## config.mk

```make
export PLATFORM = sky130hd
export DESIGN_NAME = frame_pixel_streamer_flat
export DESIGN_NICKNAME = d
export VERILOG_FILES = /design/src/rtl/fpga_nano_pkg.sv /design/src/rtl/frame_pixel_streamer_if.sv /design/src/rtl/frame_pixel_streamer_raster_counter.sv /design/src/rtl/frame_pixel_streamer.sv /design/src/flat_wrapper.sv
export SDC_FILE = /design/constraint.sdc
export NUM_CORES = 1
export LEC_CHECK = 0
export ABC_CLOCK_PERIOD_IN_PS = 4150
export BUFFER_PORTS_ARGS = -buffer_cell sky130_fd_sc_hd__buf_4
export CAP_MARGIN = 20
export CELL_PAD_IN_SITES_DETAIL_PLACEMENT = 1
export CELL_PAD_IN_SITES_GLOBAL_PLACEMENT = 1
export CORE_ASPECT_RATIO = 1.25
export CORE_MARGIN = 4
export CORE_UTILIZATION = 40
export CTS_CLUSTER_SIZE = 30
export DETAILED_ROUTE_END_ITERATION = 12
export PLACE_DENSITY = 0.73
export SLEW_MARGIN = 20
export SYNTH_ARGS = -nofsm -noshare
export SYNTH_HDL_FRONTEND = slang
export SYNTH_SLANG_ARGS = --single-unit
```

## constraint.sdc

```tcl
create_clock -name clk -period 4.15 [get_ports clk]
set_clock_uncertainty 0.2 [all_clocks]
set_input_delay 0.2075 -clock clk [delete_from_list [all_inputs] [get_ports clk]]
set_output_delay 0.2075 -clock clk [all_outputs]
set_load 0.01 [all_outputs]
```

## src/rtl/fpga_nano_pkg.sv

```systemverilog
// Shared types and defaults for the FPGA-to-Nano pixel link.
package fpga_nano_pkg;

  localparam int PIXEL_W   = 12;
  localparam int DEF_IMG_W = 320;
  localparam int DEF_IMG_H = 240;

  typedef logic [PIXEL_W-1:0] pixel_t;

  typedef enum logic [2:0] {
    IDLE,
    FETCH,
    WAIT_RD,
    PRESENT,
    FINISH
  } streamer_state_t;

endpackage

```

## src/rtl/frame_pixel_streamer_if.sv

```systemverilog
// Valid/ready pixel stream from the frame streamer to the UART pixel sender.
interface frame_pixel_streamer_if;
  import fpga_nano_pkg::*;

  pixel_t pixel;
  logic   pixel_valid;
  logic   pixel_ready;
  logic   frame_first;

  modport master (output pixel, output pixel_valid, output frame_first, input pixel_ready);
  modport slave  (input pixel, input pixel_valid, input frame_first, output pixel_ready);

endinterface

```

## src/rtl/frame_pixel_streamer_raster_counter.sv

```systemverilog
// Raster walker over a decimated frame: tracks x, y and the row base address with adds only.
module raster_counter
  import fpga_nano_pkg::*;
#(
  parameter int IMG_W  = DEF_IMG_W,
  parameter int IMG_H  = DEF_IMG_H,
  parameter int DECIM  = 1,
  parameter int ADDR_W = 17
) (
  input  logic              clk,
  input  logic              rst,
  input  logic              clear,
  input  logic              step,
  output logic [ADDR_W-1:0] addr,
  output logic              last
);

  localparam int XW = $clog2(IMG_W + 1);
  localparam int YW = $clog2(IMG_H + 1);
  localparam logic [XW-1:0]     X_STEP   = XW'(DECIM);
  localparam logic [XW-1:0]     X_LAST   = XW'(IMG_W - DECIM);
  localparam logic [YW-1:0]     Y_STEP   = YW'(DECIM);
  localparam logic [YW-1:0]     Y_LAST   = YW'(IMG_H - DECIM);
  localparam logic [ADDR_W-1:0] A_STEP   = ADDR_W'(DECIM);
  localparam logic [ADDR_W-1:0] ROW_STEP = ADDR_W'(IMG_W * DECIM);

  logic [XW-1:0]     x_reg, x_next;
  logic [YW-1:0]     y_reg, y_next;
  logic [ADDR_W-1:0] row_base_reg, row_base_next;
  logic [ADDR_W-1:0] addr_reg, addr_next;

  // addr is kept as its own register so the RAM port sees the new address
  // in the very cycle after a step, and holds it otherwise.
  always_comb begin
    x_next        = x_reg;
    y_next        = y_reg;
    row_base_next = row_base_reg;
    addr_next     = addr_reg;
    if (clear) begin
      x_next        = '0;
      y_next        = '0;
      row_base_next = '0;
      addr_next     = '0;
    end else if (step) begin
      if (x_reg == X_LAST) begin
        x_next        = '0;
        y_next        = y_reg + Y_STEP;
        row_base_next = row_base_reg + ROW_STEP;
        addr_next     = row_base_reg + ROW_STEP;
      end else begin
        x_next    = x_reg + X_STEP;
        addr_next = addr_reg + A_STEP;
      end
    end
  end

  always_ff @(posedge clk) begin
    if (rst) begin
      x_reg        <= '0;
      y_reg        <= '0;
      row_base_reg <= '0;
      addr_reg     <= '0;
    end else begin
      x_reg        <= x_next;
      y_reg        <= y_next;
      row_base_reg <= row_base_next;
      addr_reg     <= addr_next;
    end
  end

  assign addr = addr_reg;
  assign last = (x_reg == X_LAST) && (y_reg == Y_LAST);

endmodule

```

## src/rtl/frame_pixel_streamer.sv

```systemverilog
// Walks one frame-buffer frame in raster order and hands pixels to the UART sender.
module frame_pixel_streamer
  import fpga_nano_pkg::*;
#(
  parameter int IMG_W  = DEF_IMG_W,
  parameter int IMG_H  = DEF_IMG_H,
  parameter int DECIM  = 1,
  parameter int ADDR_W = 17
) (
  input  logic                  clk,
  input  logic                  rst,
  input  logic                  start,
  output logic                  busy,
  output logic                  done,
  output logic [ADDR_W-1:0]     rd_addr,
  input  pixel_t                rd_data,
  frame_pixel_streamer_if.master pix
);

  streamer_state_t state_reg, state_next;
  logic   busy_reg, busy_next;
  logic   done_reg, done_next;
  pixel_t pixel_reg, pixel_next;
  logic   valid_reg, valid_next;
  logic   first_reg, first_next;
  logic   clear, step, last;

  raster_counter #(
    .IMG_W (IMG_W),
    .IMG_H (IMG_H),
    .DECIM (DECIM),
    .ADDR_W(ADDR_W)
  ) u_raster (
    .clk  (clk),
    .rst  (rst),
    .clear(clear),
    .step (step),
    .addr (rd_addr),
    .last (last)
  );

  always_comb begin
    state_next = state_reg;
    busy_next  = busy_reg;
    done_next  = 1'b0;
    pixel_next = pixel_reg;
    valid_next = valid_reg;
    first_next = first_reg;
    clear      = 1'b0;
    step       = 1'b0;
    case (state_reg)
      IDLE: begin
        if (start) begin
          clear      = 1'b1;
          busy_next  = 1'b1;
          state_next = FETCH;
        end
      end
      FETCH: state_next = WAIT_RD;
      WAIT_RD: begin
        pixel_next = rd_data;
        valid_next = 1'b1;
        first_next = (rd_addr == '0);
        state_next = PRESENT;
      end
      PRESENT: begin
        if (pix.pixel_ready) begin
          valid_next = 1'b0;
          first_next = 1'b0;
          // Counters stay on the last pixel so rd_addr never runs past the frame.
          if (last) begin
            done_next  = 1'b1;
            busy_next  = 1'b0;
            state_next = FINISH;
          end else begin
            step       = 1'b1;
            state_next = FETCH;
          end
        end
      end
      FINISH:  state_next = IDLE;
      default: state_next = IDLE;
    endcase
  end

  always_ff @(posedge clk) begin
    if (rst) begin
      state_reg <= IDLE;
      busy_reg  <= 1'b0;
      done_reg  <= 1'b0;
      pixel_reg <= '0;
      valid_reg <= 1'b0;
      first_reg <= 1'b0;
    end else begin
      state_reg <= state_next;
      busy_reg  <= busy_next;
      done_reg  <= done_next;
      pixel_reg <= pixel_next;
      valid_reg <= valid_next;
      first_reg <= first_next;
    end
  end

  assign busy            = busy_reg;
  assign done            = done_reg;
  assign pix.pixel       = pixel_reg;
  assign pix.pixel_valid = valid_reg;
  assign pix.frame_first = first_reg;

endmodule

```

## src/flat_wrapper.sv

```systemverilog
// flat-port wrapper written by rule: the top's interface ports become plain ports
module frame_pixel_streamer_flat import fpga_nano_pkg::*;
#(
  parameter int IMG_W  = DEF_IMG_W,
  parameter int IMG_H  = DEF_IMG_H,
  parameter int DECIM  = 1,
  parameter int ADDR_W = 17
)
  (clk, rst, start, busy, done, rd_addr, rd_data, pix_pixel, pix_pixel_valid, pix_frame_first, pix_pixel_ready);
  frame_pixel_streamer_if pix_i ();
  input  logic clk;
  input  logic rst;
  input  logic start;
  output logic busy;
  output logic done;
  output logic [ADDR_W-1:0] rd_addr;
  input  pixel_t rd_data;
  output wire logic [$bits(pix_i.pixel)-1:0] pix_pixel;
  output wire logic [$bits(pix_i.pixel_valid)-1:0] pix_pixel_valid;
  output wire logic [$bits(pix_i.frame_first)-1:0] pix_frame_first;
  input wire logic [$bits(pix_i.pixel_ready)-1:0] pix_pixel_ready;
  assign pix_pixel = pix_i.pixel;
  assign pix_pixel_valid = pix_i.pixel_valid;
  assign pix_frame_first = pix_i.frame_first;
  assign pix_i.pixel_ready = pix_pixel_ready;
  frame_pixel_streamer #(.IMG_W(IMG_W), .IMG_H(IMG_H), .DECIM(DECIM), .ADDR_W(ADDR_W)) u_core (.clk(clk), .rst(rst), .start(start), .busy(busy), .done(done), .rd_addr(rd_addr), .rd_data(rd_data), .pix(pix_i));
endmodule
```

# After elaboration in Yosys (flattened, before gate mapping)
# Index checks and enable logic that the tools add are counted.
[totals] output_inout_bits=33 mem_count=0 input_bits=16 mem_bits_rw=0 latch_bits=0 wordCells=54 mem_bits_ro=0 register_bits=70
[classes] muxes=19 shift=0 n_lt_le_gt_ge=0 n_addsub=4 multipliers=0 n_div=0 reduce_logical=11 eq_ne=8 bitwise_logic=2
[ops] op="adder 17 x 1 -> 17 bit (second input constant)" n=1
[ops] op="adder 17 x 9 -> 17 bit (second input constant)" n=1
[ops] op="logical NOT 17 bit" n=1
[ops] op="2-to-1 mux 17 bit" n=1
[ops] op="case mux 3 bit (4 select lines)" n=1
[ops] op="2-to-1 mux 1 bit" n=10
[ops] op="adder 9 x 1 -> 9 bit (second input constant)" n=1
[ops] op="== test 9 bit (second input constant)" n=1
[ops] op="2-to-1 mux 3 bit" n=3
[ops] op="2-to-1 mux 9 bit" n=1
[ops] op="adder 8 x 1 -> 8 bit (second input constant)" n=1
[ops] op="== test 8 bit (second input constant)" n=1
[ops] op="== test 3 x 2 -> 1 bit (second input constant)" n=2
[ops] op="case mux 1 bit (2 select lines)" n=3
[ops] op="AND reduction 2 bit" n=3
[ops] op="!= test 2 bit (second input constant)" n=2
[ops] op="AND reduction 4 bit" n=1
[ops] op="nonzero test 2 bit" n=2
[ops] op="== test 3 x 1 -> 1 bit (second input constant)" n=1
[ops] op="logical NOT 3 bit" n=1
[ops] op="OR reduction 3 bit" n=1
[ops] op="!= test 2 x 1 -> 1 bit (second input constant)" n=1
[ops] op="NOT 1 bit" n=2
[ops] op="OR reduction 2 bit" n=1
[ops] op="logical AND 1 bit" n=1

# Longest topological paths before layout
# Gate-level depths: netlist of run 1.
[logic_depth] word_depth=6 mapped_depth=7 ltp_nobuf=7

# By module
# Synthesis of run 1 repeated with hierarchy kept, for this count alone.
[unflattened] hier_cells=368 area_unflattened_um2=3105.5
[by_module_without_submodules] module="raster_counter" area_per_inst_um2=2317.2 n_inst=1 cells_per_inst=281 seq_area_each_um2=900.9
[by_module_without_submodules] module="frame_pixel_streamer" area_per_inst_um2=788.3 n_inst=1 cells_per_inst=87 seq_area_each_um2=380.4

# Least setup slack after synthesis of run 1
# OpenSTA, ideal clock, no wires.
[synth_timing] kind="register to register" start="reg u_core.u_raster.x_reg[0]" end="reg u_core.u_raster.y_reg[7]" setup_time_ns=0.070 path_stages_with_launch=7 arrival_time_ns=1.736 synth_period_minus_slack_ns=2.006 t_required_ns=3.880 setup_slack_ns=2.144 path_buffers=0 path_cell_list="dfxtp_1 -> ha_1 -> and4_1 -> nand4_4 -> nor4_4 -> or3b_1 -> a21oi_1"
[synth_via] elab_chain_cells=6
[synth_lines] item="start, declared" line_no="frame_pixel_streamer_raster_counter.sv:27" source="logic [XW-1:0] x_reg, x_next;"
[synth_lines] item="start signal, assigned" line_no="frame_pixel_streamer_raster_counter.sv:64" source="x_reg <= x_next;"
[synth_lines] item="== test 9 bit (*)" line_no="frame_pixel_streamer_raster_counter.sv:45, frame_pixel_streamer_raster_counter.sv:72"
[synth_lines] item="logical AND 1 bit" line_no="frame_pixel_streamer_raster_counter.sv:72" source="assign last = (x_reg == X_LAST) && (y_reg == Y_LAST);"
[synth_lines] item="2-to-1 mux 1 bit" line_no="frame_pixel_streamer.sv:71" source="if (last) begin"
[synth_lines] item="2-to-1 mux 1 bit" line_no="frame_pixel_streamer.sv:67" source="if (pix.pixel_ready) begin"
[synth_lines] item="2-to-1 mux 1 bit" line_no="frame_pixel_streamer.sv:51" source="case (state_reg)"
[synth_lines] item="AND reduction 2 bit (no line) (*)"
[synth_lines] item="end signal, assigned" line_no="frame_pixel_streamer_raster_counter.sv:65" source="y_reg <= y_next;"
[synth_lines] item="end, declared" line_no="frame_pixel_streamer_raster_counter.sv:28" source="logic [YW-1:0] y_reg, y_next;"
# Mark *: on every way between the ends. The rest lies on a longest branch, timed or not.
# A chain may end at the register's enable or synchronous reset.

# Worst setup path after layout of run 1
[layout_timing] start="reg u_core.u_raster.x_reg[0]" end="reg u_core.u_raster.row_base_reg[13]"
[layout_via] elab_chain_cells=6
[layout_lines] item="== test 9 bit (*)" line_no="frame_pixel_streamer_raster_counter.sv:45, frame_pixel_streamer_raster_counter.sv:72"
[layout_lines] item="logical AND 1 bit" line_no="frame_pixel_streamer_raster_counter.sv:72"
[layout_lines] item="2-to-1 mux 1 bit" line_no="frame_pixel_streamer.sv:71"
[layout_lines] item="2-to-1 mux 1 bit" line_no="frame_pixel_streamer.sv:67"
[layout_lines] item="2-to-1 mux 1 bit" line_no="frame_pixel_streamer.sv:51"
[layout_lines] item="AND reduction 2 bit (no line) (*)"
[layout_lines] item="end signal, assigned" line_no="frame_pixel_streamer_raster_counter.sv:66" source="row_base_reg <= row_base_next;"
[layout_lines] item="end, declared" line_no="frame_pixel_streamer_raster_counter.sv:29" source="logic [ADDR_W-1:0] row_base_reg, row_base_next;"
# Marked as above.

==> results by group, run 1 <==
Timing
  – Tcrit/Tclk final: 62.1%
  – Min Hold Slack: 82.2 ps
  – Setup violators final: 0
  – Final min period: between 2000 and 3000 ps
  – Unrepaired setup endpoints after global routing: no
  – TNS Setup: 0 ps
  – Hold Vio Cnt, Final: 0
  – Least-Margin Pin Slew: 712 ps
  – Pins Over Slew Limit: 0
  – Slew headroom: 52.4%
  – Max Fclk: 388 MHz

Worst setup path
  – Setup CP Type: reg -> reg
  – Worst reg-to-reg setup slack: about 1600 ps
  – Critical path endpoint category: flop
  – RR Startpoint: u_core.u_raster.x_reg[0]
  – CP cell instances: ha_1 > nand4b_1 > nor2_1 > buf_4 > nand3_1 > or3_1 > a21oi_1
  – Slowest stage delay, CP: between 500 and 600 ps
  – Crit path required time: 4210 ps
  – Crit-path slowest cell: or3_1
  – Reg-to-reg endpoint: u_core.u_raster.row_base_reg[13]
  – Worst path bufs/invs: 1
  – CP delay by family, top: simple AND/OR/NAND/NOR gates
  – Element type at the critical path start: flop
  – Cells on worst reg2reg path: 7
  – Max Fanout on Critical Path: 19
  – WP data arrival: 2640 ps

Floorplan
  – Placeable Area: 7490 sq um
  – Cell Rows: 35
  – # IOs: 49
  – Total die area: 9310 sq um
  – Die Wd: 87.1 um
  – Starting Density: around two fifths
  – Die Y: 107 um

Power
  – Pwr Density: 349 nW/um^2
  – P_leak: between 1 and 1.5 nW
  – VDD IR max: 0.175 mV

Route
  – Met2 WL: just under 5000 um
  – Initial DRC count: 170
  – WL met1: between 3000 and 4000 um
  – WL/cell: 17.2 um
  – Antenna viol nets, final: 0
  – WL met3: 492 um
  – Top Metal Used: met4
  – DRT Pass-1 Iters: 4
  – Vias: 3119
  – Routed WL: 9480 um
  – Routed vias/inst: 5.65
  – DRC: 0

Synthesis
  – Mux share of post-synthesis cell area: 0.320%
  – Synth Flop Type: dfxtp_1
  – Mapped Area: 3130 sq um
  – Synth Register Bits: 64
  – Post-Synth Adder-Cell Area: 2.00%
  – Syn Nets: 408
  – Post-synth EDFFs: 0
  – Largest family of logic cells by synthesized area: simple AND/OR/NAND/NOR gates
  – Syn avg cell area: ~8.1 sq um
  – Library cells used by synthesis: 52
  – Seq/Total Area, Yosys: 41.0%
  – Ys Warns: 0
  – Synthesized instance count: ~390
  – Synth Area in Simple Gates: 31.2%
  – Compound-gate portion of the synthesized area: 14.2%
  – Post-Synth XOR/XNOR Area: ~8%
  – Fraction of registers with async set/reset: 0%

Cells and area
  – Final core occ: 54.0%
  – Nets: 476
  – Max reg flops: 17
  – Post-route cell area: around 4000 sq um
  – Synthesis-to-finish area growth: 29.2%
  – Finished Layout Cells: 552
  – Share of cells above drive strength 1: 16.3%
  – Register Area: 1280 sq um
  – Multi-input gate area: 1750 sq um
  – ANT cells: 0
  – Filler cell count in the final layout: between 900 and 1000

Clock network
  – Post-CTS setup repair buffer count: 0
  – Root Buffer: clkbuf_8
  – H-tree depth: 3
  – Sink Count: 64
  – CTS tree: yes
  – Clock Latency Late Sink: 340 ps
  – Clock transition at path regs: 70 ps
  – TritonCTS Buffers: 9
  – Clock buffer depth: 2

Min path
  – Tightest Hold Check Type: in -> reg
  – Hold Path Sink: u_core.state_reg[0]
  – Worst Hold Launch: start
  – Worst Hold Depth: 5

GRT
  – GRT Overall Usage: 21.4%
  – GR Overflow Total: 0
  – Pin count of the biggest net entering global routing: 34
  – Vias in the first global route: around 3200
  – First-pass GRT wire length: about 16000 um
  – Initial antenna violation count: 0

Placed design
  – Gpl congestion: between 0.8 and 0.9
  – Cells after DPL: 511
  – Post-DP HPWL: ~6600 um
  – Port bufs: 48
  – Placed cell area: around 3500 sq um

Run
  – Number of max-cap violations: 0

Run status
  – Status: complete, no violations
worst max path at each step:
stage / slack, ps / from / cells after the start / to
after CTS: 1570 / u_core.u_raster.x_reg[0] / 7 / u_core.u_raster.row_base_reg[13]
after global placement: 1720 / u_core.u_raster.x_reg[0] / 7 / u_core.u_raster.addr[4]
after floorplan: 2140 / u_core.u_raster.x_reg[0] / 6 / u_core.u_raster.y_reg[7]
after global routing: 1290 / u_core.u_raster.x_reg[0] / 7 / u_core.u_raster.addr[3]
final: 1570 / u_core.u_raster.x_reg[0] / 7 / u_core.u_raster.row_base_reg[13]
after detailed placement: 1590 / u_core.u_raster.x_reg[0] / 7 / u_core.u_raster.addr[2]
layout make-up:
cell class / instances / share of cell area (%)
clock buffer: 9 / 3.06
clock inverter: 7 / 2.97
inverter: 5 / 0.464
multi-input combinational: 299 / 43.3
sequential: 64 / 31.7
tap: 92 / 2.85
timing repair buffer: 76 / 15.7
synth_stat cells, drive strengths merged, types with 3 or more instances:
cell type / count / area share [%]
dfxtp: 64 / 41
nand2: 59 / 7.1
nor2: 40 / 4.8
a21oi: 39 / 6.2
xnor2: 18 / 5.0
nand3: 15 / 2.4
nor4: 15 / 3.5
o21ai: 15 / 2.5
nor3: 14 / 2.2
clkbuf: 11 / 1.4
xor2: 11 / 3.1
nand4: 10 / 2.5
or3: 9 / 1.8
buf: 8 / 1.3
a31oi: 5 / 1.0
ha: 5 / 2.0
inv: 5 / 0.60
and3: 4 / 0.80
nor3b: 4 / 1.1
nor4b: 4 / 1.1
nand4b: 3 / 0.84
power by group:
| part | switching, mW | internal (mW) |
|---|---|---|
| logic | 0.0599 | 0.0539 |
| clock network | 0.259 | 0.400 |
| registers | 0.0112 | 0.627 |
| total | 0.330 | 1.08 |
tightest hold or removal path, stage by stage:
cell and delay (ps):
buf_4 80, nor2_1 40, nor2_1 80, a21oi_1 50, nor3_1 120
cells in the final DEF (no fill, tap or decap), types with 3 or more instances in the layout:
cell type       n
bufinv_16       3
nor3b_1         3
nand4b_1        3
xor2_1         11
nor2_1         40
nand3_1        15
a31oi_1         5
or3_1           9
a21oi_1        39
nand4_1         9
nand2_1        59
ha_1            5
nor4b_1         4
inv_1           5
dlygate4sd3_1  25
o21ai_0        14
xnor2_1        18
and3_1          4
clkbuf_8        9
nor3_1         14
buf_4          51
nor4_1         13
dfxtp_1        64
cell families after synthesis:
family,after synthesis
AO/OA/AOI/OAI,75
AND/OR/NAND/NOR,189
buffers and inverters,24
adder cells (fa/ha/maj),5
multiplexers,1
XOR/XNOR,29
flip-flops,64
per-layer routing:
layer / GRT usage [%] / vias to the layer above
met5: 0 / -
met4: 5.81 / 0
met3: 4.00 / 8
met2: 38.2 / 87
met1: 26.0 / 1501
li1: - / 1523
metrics by stage:
stage / power [mW] / setup WS [ps]
floorplan: 0.704 / 2140
global placement: 0.744 / 1720
detailed placement: 0.747 / 1590
CTS: 1.43 / 1570
global route: 1.47 / 1290
finish: 1.41 / 1570
repair_timing:
item | CTS | global route
endpoints found under the hold margin | 16 | 0
gates resized for setup | 0 | 0
hold buffers | 25 | 0
endpoints found under the setup margin | 0 | 0
No activity file was read; power rests on OpenSTA's default activity.
==> run 2: changes to the inputs <==
- ABC_CLOCK_PERIOD_IN_PS: 4150 -> 2500
- clock period: 4.15 -> 2.5 ns (I/O delays scaled with it)
==> run 2 against run 1 <==
Against the previous run: wire length increased by 4.5%; first-iteration DRC count decreased by 34%; die area unchanged; cell area increased by 2.8%; largest power group is now registers; highest routed layer unchanged.
==> results by group, run 2 (synthesis results as in run 1) <==
Timing
  – Hold Vio Cnt, Final: 0 (unchanged)
  – Pins Over Slew Limit: 0 (unchanged)
  – Final min period: 2270 ps (-305 ps)
  – Max Fclk: 440 MHz (+13%)
  – Slew headroom: 54.6% (+2.2 points)
  – Setup violators final: 0 (unchanged)
  – TNS Setup: 0 ps (unchanged)
  – Tcrit/Tclk final: 90.9% (+29 points)
  – Least-Margin Pin Slew: 679 ps (-33.0 ps)
  – Unrepaired setup endpoints after global routing: no

Route
  – Routed WL: 9910 um (+4.5%)
  – Antenna viol nets, final: 0 (unchanged)
  – DRC: 0 (unchanged)
  – Routed vias/inst: 5.64 (-0.26%)
  – Top Metal Used: met4
  – DRT Pass-1 Iters: 4 (unchanged)
  – Initial DRC count: 113 (-34%)
  – WL met1: 4230 um (+7.7%)
  – WL met3: 401 um (-18%)
  – Met2 WL: 5070 um (+1.9%)
  – WL/cell: 17.6 um (+2.5%)
  – Vias: 3173 (+1.7%)

Cells and area
  – Finished Layout Cells: 563 (+2.0%)
  – Synthesis-to-finish area growth: 32.8%
  – Filler cell count in the final layout: 908 (-1.7%)
  – Most common cell after layout, fill and taps aside: dfxtp_1
  – Nets: 488 (+2.5%)
  – Share of cells above drive strength 1: 18.0% (+1.7 points)
  – Max reg flops: 17 (unchanged)
  – ANT cells: 0 (unchanged)
  – Most frequent cells in the layout: dfxtp_1 (64), buf_4 (59), nand2_1 (58)

GRT
  – Pin count of the biggest net entering global routing: 22 (-35%)
  – Initial antenna violation count: 0 (unchanged)
  – GRT Overall Usage: 22.5% (+1.0 points)
  – First-pass GRT wire length: 16700 um (+5.3%)
  – GR Overflow Total: 0 (unchanged)
  – Vias in the first global route: 3438 (+7.5%)

Floorplan
  – Starting Density: 41.8% (unchanged)
  – Cell Rows: 35 (unchanged)
  – Die Wd: 87.1 um (unchanged)
  – Die Y: 107 um (unchanged)
  – Total die area: 9310 sq um (unchanged)
  – Placeable Area: 7490 sq um (unchanged)
  – # IOs: 49 (unchanged)

Worst setup path
  – Slowest stage delay, CP: 480 ps (-50 ps)
  – Critical path endpoint category: flop
  – Max Fanout on Critical Path: 11 (-8)
  – Crit-path slowest cell: dfxtp_1
  – Crit path required time: 2520 ps (-1690 ps)
  – Worst path bufs/invs: 0 (-1)
  – Worst reg-to-reg setup slack: 230 ps (-1340 ps)
  – CP cell instances: and4b_4 > nand4_4 > nand2b_1 > o41ai_1 > a21oi_1
  – Worst setup path startpoint: u_core.state_reg[1]
  – CP delay by family, top: simple AND/OR/NAND/NOR gates
  – Element type at the critical path start: flop
  – RR Startpoint: u_core.state_reg[1]
  – Setup CP Type: reg -> reg
  – WP data arrival: 2290 ps (-350 ps)

Clock network
  – Clock transition at path regs: 70 ps (about the same)
  – Clock Latency Late Sink: 340 ps (about the same)
  – Root Buffer: clkbuf_8
  – Post-CTS setup repair buffer count: 0 (unchanged)
  – Clock buffer depth: 2 (unchanged)
  – Sink Count: 64 (unchanged)
  – CTS tree: yes
  – TritonCTS Buffers: 9 (unchanged)
  – H-tree depth: 3 (unchanged)

Power
  – Internal: 1.81 mW (+67%)
  – Switching power: 0.513 mW (+55%)
  – P_leak: 1.53 nW (+4.5%)
  – Clock power share: 45.2% (-1.5 points)
  – VDD IR max: 0.309 mV (+76%)
  – Pwr Density: 559 nW/um^2 (+60%)
  – Power, Total: 2.32 mW (+65%)
  – Comb pwr share: 9.0% (+0.9 points)
  – Reg power frac: 45.8% (+0.6 points)
  – Sw Share: 22.1% (-1.3 points)

Run
  – Number of max-cap violations: 0 (unchanged)

Run status
  – Status: complete, no violations

Placed design
  – Port bufs: 48 (unchanged)
  – Post-DP HPWL: 6850 um (+3.9%)
  – Gpl congestion: 0.826 (-0.73%)
  – Cells after DPL: 520 (+1.8%)

Min path
  – Worst Hold Launch: u_core.pix.pixel_valid
  – Tightest Hold Check Type: reg -> reg
==> run 2: changes by cell type in the layout (fill, tap and decap cells not counted), sizes merged <==
| cell | before | now |
|---|---|---|
| clkinv | 3 | 0 |
| clkinvlp | 1 | 0 |
| buf | 51 | 60 |
| clkbuf | 9 | 13 |
| dlygate4sd3 | 25 | 28 |
| bufinv | 3 | 2 |
==> run 2: per-layer routing <==
layer | track usage (%) | vias to the layer above
met5 | 0 | -
met4 | 7.24 | 0
met3 | 4.61 | 19
met2 | 40.7 | 67
met1 | 25.8 | 1544
li1 | - | 1543
==> run 2: what timing repair did <==
| action | 4_1_cts | 5_1_grt |
|---|---|---|
| resized for setup | 0 | 2 |
| setup endpoints to repair | 0 | 9 |
| hold buffers | 28 | 0 |
| endpoints found under the hold margin | 19 | 0 |
==> run 2: worst paths after layout <==
| path | endpoint | cells past startpoint |
|---|---|---|
| max | u_core.u_raster.y_reg[7] | 5 |
| min | u_core.pix.pixel_valid | 2 |
| max reg2reg | u_core.u_raster.y_reg[7] | 5 |
| min reg2reg | u_core.pix.pixel_valid | 2 |
==> run 2: worst min-delay path, delay by kind of cell, from the launching register on <==
kind / cells / cell delay [ps]
compound gates: 1 / 50
flops: 1 / 320
simple gates: 1 / 60
==> run 2: layout make-up <==
class	instances	area, sq um	area share [%]
repair buffers	88	743	17.9
clock inverters	2	60.1	1.45
inverters	5	18.8	0.452
well taps	92	115	2.77
multi-input cells	299	1760	42.3
clock buffers	13	179	4.31
flip-flops and latches	64	1280	30.8
==> run 2: power by group through the flow <==
stage / sequential, mW / clock, mW / combinational (mW)
after floorplan: 1.09 / 0 / 0.0825
after global placement: 1.08 / 0 / 0.163
after detailed placement: 1.08 / 0 / 0.166
after CTS: 1.06 / 1.08 / 0.204
after global routing: 1.06 / 1.13 / 0.230
final: 1.06 / 1.05 / 0.209
==> run 2: through the flow <==
step	hold WS [ps]	setup WS, ps	util (%)	instance area [sq um]
floorplan	61.0	494	-	3130
global placement	177	303	48.5	3630
detailed placement	189	211	48.5	3630
CTS	279	176	55.4	4150
global route	291	68.1	55.5	4160
finish	274	227	55.5	4160
